===== config.mk =====
export PLATFORM = sky130hd
export DESIGN_NAME = mem_arbiter_flat
export DESIGN_NICKNAME = d
export VERILOG_FILES = /design/src/rtl/mem_arbiter_if.sv /design/src/rtl/mem_arbiter.sv /design/src/flat_wrapper.sv
export SDC_FILE = /design/constraint.sdc
export NUM_CORES = 1
export LEC_CHECK = 0
export ABC_CLOCK_PERIOD_IN_PS = 2200
export CORE_AREA = 2 2 103 105
export CTS_CLUSTER_SIZE = 10
export DETAILED_ROUTE_END_ITERATION = 16
export DIE_AREA = 0 0 105 107
export GPL_TIMING_DRIVEN = 0
export MAX_ROUTING_LAYER = met4
export PLACE_DENSITY = 0.74
export SYNTH_ARGS = -nofsm -noshare
export SYNTH_HDL_FRONTEND = slang
export SYNTH_SLANG_ARGS = --single-unit

===== constraint.sdc =====
create_clock -name CLK -period 2.2 [get_ports CLK]
set_input_delay 0.44 -clock CLK [delete_from_list [all_inputs] [get_ports CLK]]
set_output_delay 0.44 -clock CLK [all_outputs]
set_load 0.01 [all_outputs]

===== src/rtl/mem_arbiter_if.sv =====
// Cache/RAM side bus of the memory arbiter: icache and dcache word ports plus the single RAM port.
interface mem_arbiter_if #(
    parameter int unsigned ADDR_W = 32,
    parameter int unsigned DATA_W = 32
);
    // icache word port
    logic              iREN;
    logic [ADDR_W-1:0] iaddr;
    logic              iwait;
    logic [DATA_W-1:0] iload;

    // dcache word port
    logic              dREN;
    logic              dWEN;
    logic [ADDR_W-1:0] daddr;
    logic [DATA_W-1:0] dstore;
    logic              dwait;
    logic [DATA_W-1:0] dload;

    // shared RAM port
    logic              ramREN;
    logic              ramWEN;
    logic [ADDR_W-1:0] ramaddr;
    logic [DATA_W-1:0] ramstore;
    logic [DATA_W-1:0] ramload;
    logic [1:0]        ramstate;

    // error pulse
    logic              err;

    // Arbiter side
    modport slave (
        input  iREN, iaddr, dREN, dWEN, daddr, dstore, ramload, ramstate,
        output iwait, iload, dwait, dload, ramREN, ramWEN, ramaddr, ramstore, err
    );

    // Caches and RAM side
    modport master (
        output iREN, iaddr, dREN, dWEN, daddr, dstore, ramload, ramstate,
        input  iwait, iload, dwait, dload, ramREN, ramWEN, ramaddr, ramstore, err
    );
endinterface


===== src/rtl/mem_arbiter.sv =====
// Shares one RAM port between icache and dcache: dcache first, with a streak
// limit that lets a waiting icache through, and a watchdog that releases
// accesses the RAM never finishes.
module mem_arbiter #(
    parameter int unsigned ADDR_W       = 32,
    parameter int unsigned DATA_W       = 32,
    parameter int unsigned MAX_D_STREAK = 4,
    parameter int unsigned TIMEOUT      = 255
) (
    input  logic         CLK,
    input  logic         RST,
    mem_arbiter_if.slave bus
);

    localparam int unsigned STREAK_W = $clog2(MAX_D_STREAK + 1);
    localparam int unsigned WDOG_W   = $clog2(TIMEOUT + 1);

    localparam logic [1:0] IDLE  = 2'd0;
    localparam logic [1:0] DSERV = 2'd1;
    localparam logic [1:0] ISERV = 2'd2;

    localparam logic [1:0] RAM_ACCESS = 2'd2;
    localparam logic [1:0] RAM_ERROR  = 2'd3;

    logic [1:0]          r_state;
    logic [1:0]          w_next;
    logic [STREAK_W-1:0] r_streak;
    logic [WDOG_W-1:0]   r_wdog;   // 1 in the first serve cycle, 0 in IDLE
    logic                w_timeout;
    logic                w_d_done;
    logic                w_i_done;

    assign w_timeout = (r_wdog == WDOG_W'(TIMEOUT));

    // State register
    always_ff @(posedge CLK or posedge RST) begin
        if (RST) r_state <= IDLE;
        else     r_state <= w_next;
    end

    // Next state and combinational bus outputs; an abort (strobes dropped)
    // beats any RAM status, and ERROR/timeout acks carry err with zero load
    always_comb begin
        w_next       = r_state;
        w_d_done     = 1'b0;
        w_i_done     = 1'b0;
        bus.ramREN   = 1'b0;
        bus.ramWEN   = 1'b0;
        bus.ramaddr  = '0;
        bus.ramstore = '0;
        bus.iwait    = 1'b1;
        bus.dwait    = 1'b1;
        bus.iload    = '0;
        bus.dload    = '0;
        bus.err      = 1'b0;
        case (r_state)
            IDLE: begin
                if ((bus.dREN || bus.dWEN) &&
                    (!bus.iREN || (r_streak < STREAK_W'(MAX_D_STREAK))))
                    w_next = DSERV;
                else if (bus.iREN)
                    w_next = ISERV;
            end
            DSERV: begin
                bus.ramaddr  = bus.daddr;
                bus.ramstore = bus.dstore;
                bus.ramREN   = bus.dREN && !bus.dWEN;
                bus.ramWEN   = bus.dWEN;
                if (bus.dREN && bus.dWEN && (r_wdog == WDOG_W'(1)))
                    bus.err = 1'b1;
                if (!bus.dREN && !bus.dWEN) begin
                    w_next = IDLE;
                end else if (bus.ramstate == RAM_ERROR || bus.ramstate == RAM_ACCESS || w_timeout) begin
                    w_next    = IDLE;
                    w_d_done  = 1'b1;
                    bus.dwait = 1'b0;
                    if (bus.ramstate != RAM_ACCESS)
                        bus.err = 1'b1;
                    else if (!bus.dWEN)
                        bus.dload = bus.ramload;
                end
            end
            ISERV: begin
                bus.ramaddr = bus.iaddr;
                bus.ramREN  = bus.iREN;
                if (!bus.iREN) begin
                    w_next = IDLE;
                end else if (bus.ramstate == RAM_ERROR || bus.ramstate == RAM_ACCESS || w_timeout) begin
                    w_next    = IDLE;
                    w_i_done  = 1'b1;
                    bus.iwait = 1'b0;
                    if (bus.ramstate != RAM_ACCESS)
                        bus.err = 1'b1;
                    else
                        bus.iload = bus.ramload;
                end
            end
            default: w_next = IDLE;
        endcase
    end

    // Consecutive dcache acks while icache is waiting
    always_ff @(posedge CLK or posedge RST) begin
        if (RST) begin
            r_streak <= '0;
        end else if (w_d_done) begin
            if (!bus.iREN)
                r_streak <= '0;
            else if (r_streak != STREAK_W'(MAX_D_STREAK))
                r_streak <= r_streak + STREAK_W'(1);
        end else if (w_i_done) begin
            r_streak <= '0;
        end
    end

    // Watchdog: numbers the cycles of the current serve, cleared in IDLE
    always_ff @(posedge CLK or posedge RST) begin
        if (RST)
            r_wdog <= '0;
        else if (w_next == IDLE)
            r_wdog <= '0;
        else
            r_wdog <= r_wdog + WDOG_W'(1);
    end

endmodule

===== src/flat_wrapper.sv =====
// flat-port wrapper written by rule: the top's interface ports become plain ports
module mem_arbiter_flat 
#(
    parameter int unsigned ADDR_W       = 32,
    parameter int unsigned DATA_W       = 32,
    parameter int unsigned MAX_D_STREAK = 4,
    parameter int unsigned TIMEOUT      = 255
)
  (CLK, RST, bus_iREN, bus_iaddr, bus_dREN, bus_dWEN, bus_daddr, bus_dstore, bus_ramload, bus_ramstate, bus_iwait, bus_iload, bus_dwait, bus_dload, bus_ramREN, bus_ramWEN, bus_ramaddr, bus_ramstore, bus_err);
  mem_arbiter_if #(.ADDR_W(ADDR_W), .DATA_W(DATA_W)) bus_i ();
  input  logic CLK;
  input  logic RST;
  input wire logic [$bits(bus_i.iREN)-1:0] bus_iREN;
  input wire logic [$bits(bus_i.iaddr)-1:0] bus_iaddr;
  input wire logic [$bits(bus_i.dREN)-1:0] bus_dREN;
  input wire logic [$bits(bus_i.dWEN)-1:0] bus_dWEN;
  input wire logic [$bits(bus_i.daddr)-1:0] bus_daddr;
  input wire logic [$bits(bus_i.dstore)-1:0] bus_dstore;
  input wire logic [$bits(bus_i.ramload)-1:0] bus_ramload;
  input wire logic [$bits(bus_i.ramstate)-1:0] bus_ramstate;
  output wire logic [$bits(bus_i.iwait)-1:0] bus_iwait;
  output wire logic [$bits(bus_i.iload)-1:0] bus_iload;
  output wire logic [$bits(bus_i.dwait)-1:0] bus_dwait;
  output wire logic [$bits(bus_i.dload)-1:0] bus_dload;
  output wire logic [$bits(bus_i.ramREN)-1:0] bus_ramREN;
  output wire logic [$bits(bus_i.ramWEN)-1:0] bus_ramWEN;
  output wire logic [$bits(bus_i.ramaddr)-1:0] bus_ramaddr;
  output wire logic [$bits(bus_i.ramstore)-1:0] bus_ramstore;
  output wire logic [$bits(bus_i.err)-1:0] bus_err;
  assign bus_i.iREN = bus_iREN;
  assign bus_i.iaddr = bus_iaddr;
  assign bus_i.dREN = bus_dREN;
  assign bus_i.dWEN = bus_dWEN;
  assign bus_i.daddr = bus_daddr;
  assign bus_i.dstore = bus_dstore;
  assign bus_i.ramload = bus_ramload;
  assign bus_i.ramstate = bus_ramstate;
  assign bus_iwait = bus_i.iwait;
  assign bus_iload = bus_i.iload;
  assign bus_dwait = bus_i.dwait;
  assign bus_dload = bus_i.dload;
  assign bus_ramREN = bus_i.ramREN;
  assign bus_ramWEN = bus_i.ramWEN;
  assign bus_ramaddr = bus_i.ramaddr;
  assign bus_ramstore = bus_i.ramstore;
  assign bus_err = bus_i.err;
  mem_arbiter #(.ADDR_W(ADDR_W), .DATA_W(DATA_W), .MAX_D_STREAK(MAX_D_STREAK), .TIMEOUT(TIMEOUT)) u_core (.CLK(CLK), .RST(RST), .bus(bus_i));
endmodule

* Word-level counts from Yosys, hierarchy flattened
Index checks and enable logic that the tools add are counted.
** Word-level totals
- Bits in registers :: 13
- Input bits :: 135
- Word-level logic and storage cells :: 73
** Cells by class
- $add $sub $neg :: 2
- $lt $le $gt $ge :: 1
- Equal/unequal tests :: 9
- Multiplexer cells :: 42
- Reduce and logical (&&, ||, !) cells :: 16
** Operators by type and width (number)
- 2-to-1 mux 32 bit :: 10
- case mux 32 bit (2 select lines) :: 1
- 2-to-1 mux 1 bit :: 18
- 2-to-1 mux 3 bit :: 4
- 2-to-1 mux 2 bit :: 5
- adder 8 x 1 -> 8 bit, second input constant :: 1
- == test 8 x 1 -> 1 bit, second input constant :: 1
- == test 8 bit, second input constant :: 1
- 2-to-1 mux 8 bit :: 1
- == test 2 bit, second input constant :: 3
- inequality test 3 bit, second input constant :: 2
- case mux 2 bit (3 select lines) :: 1
- logical AND 1 bit :: 5
- logical NOT 2 bit :: 2
- logical OR 1 bit :: 4
- case mux 1 bit (2 select lines) :: 2
- adder 3 x 1 -> 3 bit, second input constant :: 1
- logical NOT 1 bit :: 3
- < comparator 3 bit, second input constant :: 1
- == test 2 x 1 -> 1 bit, second input constant :: 1
- inequality test 2 bit, second input constant :: 1
- AND reduction 2 bit :: 1
- nonzero test 2 bit :: 1

* Longest topological paths before layout
- Depth after elaboration :: 8
- Gate-level depth with buffers :: 8
- Mapped depth without buffers :: 6

* Least setup slack after synthesis
OpenSTA, ideal clock, no wires.
- Path kind :: register -> output
- Start :: register u_core.r_state[1]
- End :: output port bus_err
- Arrival :: 1.506 ns
- Required time :: 1.760 ns
- Setup slack :: 0.254 ns
- Cell stages (with the launch flop) :: 9
- Buffers on the path :: 2
- Cells stage by stage :: dfrtp_1 > inv_1 > ha_1 > buf_2 > buf_2 > nand4_1 > nor4_1 > a21oi_1 > nor3b_2
** Between the ends
- Longest elaborated chain between the ends :: 2
- Elaborated cells between the ends (all ways) :: 3
- Classes of those cells :: 2 x eq/ne; 1 x mux
** Ends and longest elaborated chain
- start, declared :: RTL line mem_arbiter.sv:25 : logic [1:0] r_state;
- start signal, assigned :: RTL line mem_arbiter.sv:38 : else r_state <= w_next;
- == test 2 bit / == test 2 x 1 -> 1 bit (equally long branches) :: RTL line mem_arbiter.sv:56 : case (r_state)
- case mux 1 bit (2 select lines) (*) :: RTL line mem_arbiter.sv:56
- end, declared :: RTL line flat_wrapper.sv:29 : output wire logic [$bits(bus_i.err)-1:0] bus_err;
Mark *: on every way between the ends. The rest lies on a longest branch, timed or not.

* Worst setup path in the final report
- Start :: input port bus_ramstate[0]
- End :: output port bus_dload[6]
** Between the ends
- Longest elaborated chain between the ends :: 6
- Elaborated cells between the ends (all ways) :: 9
- Classes of those cells :: 3 x eq/ne; 4 x mux; 2 x reduce/logical
** Ends and longest elaborated chain
- start, declared :: RTL line flat_wrapper.sv:20 : input wire logic [$bits(bus_i.ramstate)-1:0] bus_ramstate;
- == test 2 bit :: RTL line mem_arbiter.sv:73 : end else if (bus.ramstate == RAM_ERROR || bus.ramstate == RAM_ACCESS || w_timeout) begin
- logical OR 1 bit (2 in series) :: RTL line mem_arbiter.sv:73
- 2-to-1 mux 32 bit (*) :: RTL line mem_arbiter.sv:73
- 2-to-1 mux 32 bit (*) :: RTL line mem_arbiter.sv:71 : if (!bus.dREN && !bus.dWEN) begin
- 2-to-1 mux 32 bit (*) :: RTL line mem_arbiter.sv:56
- end, declared :: RTL line flat_wrapper.sv:24 : output wire logic [$bits(bus_i.dload)-1:0] bus_dload;
Marks and branches as above.

==> results_dict.tcl <==
set metrics [dict create \
    worstPathCellList "clkdlybuf4s50_1 -> nand2b_4 -> nor3_4 -> buf_12 -> buf_12 -> buf_6 -> and2_1 -> buf_2" \
    pwr_density_cell_nw_per_um2 693.3 \
    wirelength_um 12060 \
    fmax_ghz 0.4380 \
    fin_crit_sh_pct 103.8 \
    clk-insertion-delay-late_ns 0.24 \
    ir_worst_vdd_v 0.0003242 \
    drc 0 \
    status "finished, violations left" \
    r2r_slack_ns 0.28 \
    rsz0062_at_grt "yes" \
    slew_headroom_pct 67.76 \
    yosysSeqAreaShare_pct 16.14 \
    cp-endpoint "bus_dload[6]" \
    floorplan.rows 37 \
    violations "negative setup slack" \
    layout_common_cells "clkdlybuf4s50_1, and2_1, buf_2" \
    reg2reg_to "u_core.r_wdog[4]" \
    yosys_warnings 0 \
    grt-ovfl-total 0 \
    finalClockSkew_ns 0.005528 \
    gp_congestion 0.9220 \
    dr.pass1.iters 4 \
    fin_area_sq_um 5385 \
    first_global_vias 3075 \
    dieArea_sq_um 11240 \
    crit_fanout 6 \
    diodes 0 \
    drt_iter0_markers 144 \
    maxSlewViolCount 0 \
    area_delta_synth_final_pct 167.2 \
    path_clk_slew_ns 0.05 \
    layout_commonest_cell "clkdlybuf4s50_1" \
    startpoint_type "input pin" \
    r2r_cells 9 \
    p_comb_share_pct 85.0 \
    die_w_um 105 \
    synth_fp_nets 416 \
    p_int_mw 2.113 \
    cts_tree "built" \
    ant_nets 0 \
    cpLargestDelayFamily "buffers and inverters" \
    power_switching_mw 1.620 \
    avgViaCountPerCell 4.357 \
    power.share.switching_pct 43.40 \
    ys_types 32 \
    p_clk_share_pct 5.6 \
    n_fill_cell 933 \
    netlist_area_sq_um 2016 \
    grt_usage_pct 19.99 \
    pwr-share-seq_pct 9.4 \
    fin_crit_ns 2.283 \
    setup.worst_path.start "bus_ramstate[0]" \
    design.core.area_sq_um 10090 \
    wire_per_inst_um 17.08 \
    critPathMostFrequentCell "buf_12" \
    multi_input_area_sq_um 1869 \
    htree_levels 1 \
    clock_tree.root_cell "clkbuf_8" \
    syn_inst 273 \
    hold_viol 0 \
    critPathCaptureType "output port" \
    start_util_pct 19.97 \
    finalSetupTns_ns -0.8571 \
    nets 714 \
    cts_buffers 3 \
    cp.required_ns 1.76 \
    drive_gt1_share_pct 43.16 \
    critical_path_arrival_ns 1.84 \
    finalWorstSetupSlack_ns -0.08291 \
    avgSynthCellArea_sq_um 7.383 \
    timing.rr.start "u_core.r_state[1]" \
    cp_slowest_cell "clkdlybuf4s50_1" \
    cts_hold_buf 0 \
    critPathKind "in2out" \
    seqCellArea_sq_um 326.6 \
    critPathBufInv 5 \
    cts.sinks 13 \
    num_vias 3076 \
    cpPeakStageDelay_ns 0.40 \
    worstMarginPinSlew_ns 0.4831 \
    leakage_nw 2.481 \
    dpl_cell_area_sq_um 4838 \
    grt_pass1_wl_um 17530 \
    grt_max_degree 14 \
    die_y_um 107 \
    post-dp-hpwl_um 9539 \
    antenna_found_initial 0 \
    clockBufferDepth 2 \
    portBuffers 265 \
    ys_seq_elements 13 \
    min_path_type "reg2reg" \
    cp.depth 8 \
    pin_count 268 \
    max_cap_violations 0 \
    finalSetupViolations 16 \
]
==> how the worst min path moves through the flow <==
stage	startpoint	end	slack (ns)	cells past startpoint
4_1_cts	u_core.r_wdog[0]	u_core.r_wdog[0]	0.49	1
2_1_floorplan	RST	u_core.r_state[0]	0.32	1
5_1_grt	u_core.r_wdog[0]	u_core.r_wdog[0]	0.51	1
3_3_place_gp	u_core.r_wdog[0]	u_core.r_wdog[0]	0.47	1
3_5_place_dp	u_core.r_wdog[0]	u_core.r_wdog[0]	0.48	1
6_report	u_core.r_wdog[0]	u_core.r_wdog[0]	0.49	1
==> power by group through the flow <==
stage,combinational (mW),clock (mW),sequential (mW)
2_1_floorplan,1.30,0,0.341
3_3_place_gp,2.67,0,0.350
3_5_place_dp,2.72,0,0.356
4_1_cts,2.95,0.217,0.341
5_1_grt,3.40,0.233,0.360
6_report,3.17,0.209,0.352
==> cell usage after synthesis, drive strengths merged <==
| cell type | number | area share [%] |
|---|---|---|
| xor2 | 3 | 1.3 |
| nand3 | 6 | 1.5 |
| inv | 9 | 1.7 |
| dfrtp | 13 | 16 |
| nor2 | 3 | 0.56 |
| a22o | 1 | 0.43 |
| clkbuf | 18 | 3.4 |
| nor3 | 2 | 0.74 |
| nand2 | 4 | 0.74 |
| nor3b | 2 | 1.2 |
| a21oi | 12 | 3.0 |
| a31o | 1 | 0.43 |
| a22oi | 32 | 12 |
| nand2b | 1 | 0.31 |
| o21a | 1 | 0.37 |
| o22ai | 1 | 0.31 |
| a31oi | 1 | 1.1 |
| or4 | 1 | 0.37 |
| mux2i | 2 | 0.99 |
| nor4 | 1 | 0.31 |
| o21bai | 1 | 0.37 |
| ha | 8 | 5.0 |
| and2 | 98 | 30 |
| and3 | 3 | 1.4 |
| o21ai | 3 | 0.74 |
| xnor2 | 3 | 1.3 |
| nand4 | 2 | 0.62 |
| a32oi | 2 | 1.6 |
| buf | 5 | 1.2 |
| nor2b | 34 | 11 |
==> final cells by class <==
| class | count | area share, % |
|---|---|---|
| Sequential cell | 13 | 6.064 |
| Buffer | 20 | 4.438 |
| Timing Repair Buffer | 296 | 50.12 |
| Tap cell | 136 | 3.160 |
| Inverter | 9 | 0.6738 |
| Clock buffer | 4 | 0.8364 |
| Multi-Input combinational cell | 228 | 34.71 |
==> cells by family (layout without fill, tap and decap cells) <==
group           count (synthesis)  after routing  share of synthesized area, %
buf+inv                        32            329                         6.269
fa+ha+maj                       8              8                         4.966
flops                          13             13                         16.14
simple gates                  157            157                         48.79
mux                             2              2                        0.9932
xor+xnor                        6              6                         2.608
compound gates                 55             55                         20.24
==> layer usage <==
layer / track usage [%] / wire, um / vias up
met1: 25.11 / 5050 / 1432
li1: - / - / 1514
met3: 3.343 / 650 / 16
met2: 34.28 / 6115 / 114
met4: 3.524 / 243 / 0
met5: - / 0 / -
==> registers in the layout (all words and copies together) (netlist names) <==
name	count
u_core.r_streak	3
u_core.r_wdog	8
u_core.r_state	2
==> metrics by stage <==
step	worst slack, ns	utilization, %	hold WS, ns	cells	power, mW
after CTS	-0.1545	51.08	0.4913	704	3.513
after floorplan	0.2539	-	0.3170	273	1.642
after global placement	-0.8074	47.94	0.4651	674	3.024
after global routing	-0.1766	53.36	0.5146	706	3.989
final	-0.08291	53.36	0.4916	706	3.734
after detailed placement	-0.8431	47.94	0.4839	674	3.073
==> timing repair <==
| action | CTS | global route |
|---|---|---|
| cloned | 6 | 2 |
| setup buffers | 20 | 7 |
| setup endpoints to repair | 133 | 128 |
| pin swaps | 9 | 25 |
| gates resized for setup | 477 | 178 |
(Power assumes the default switching activity.)
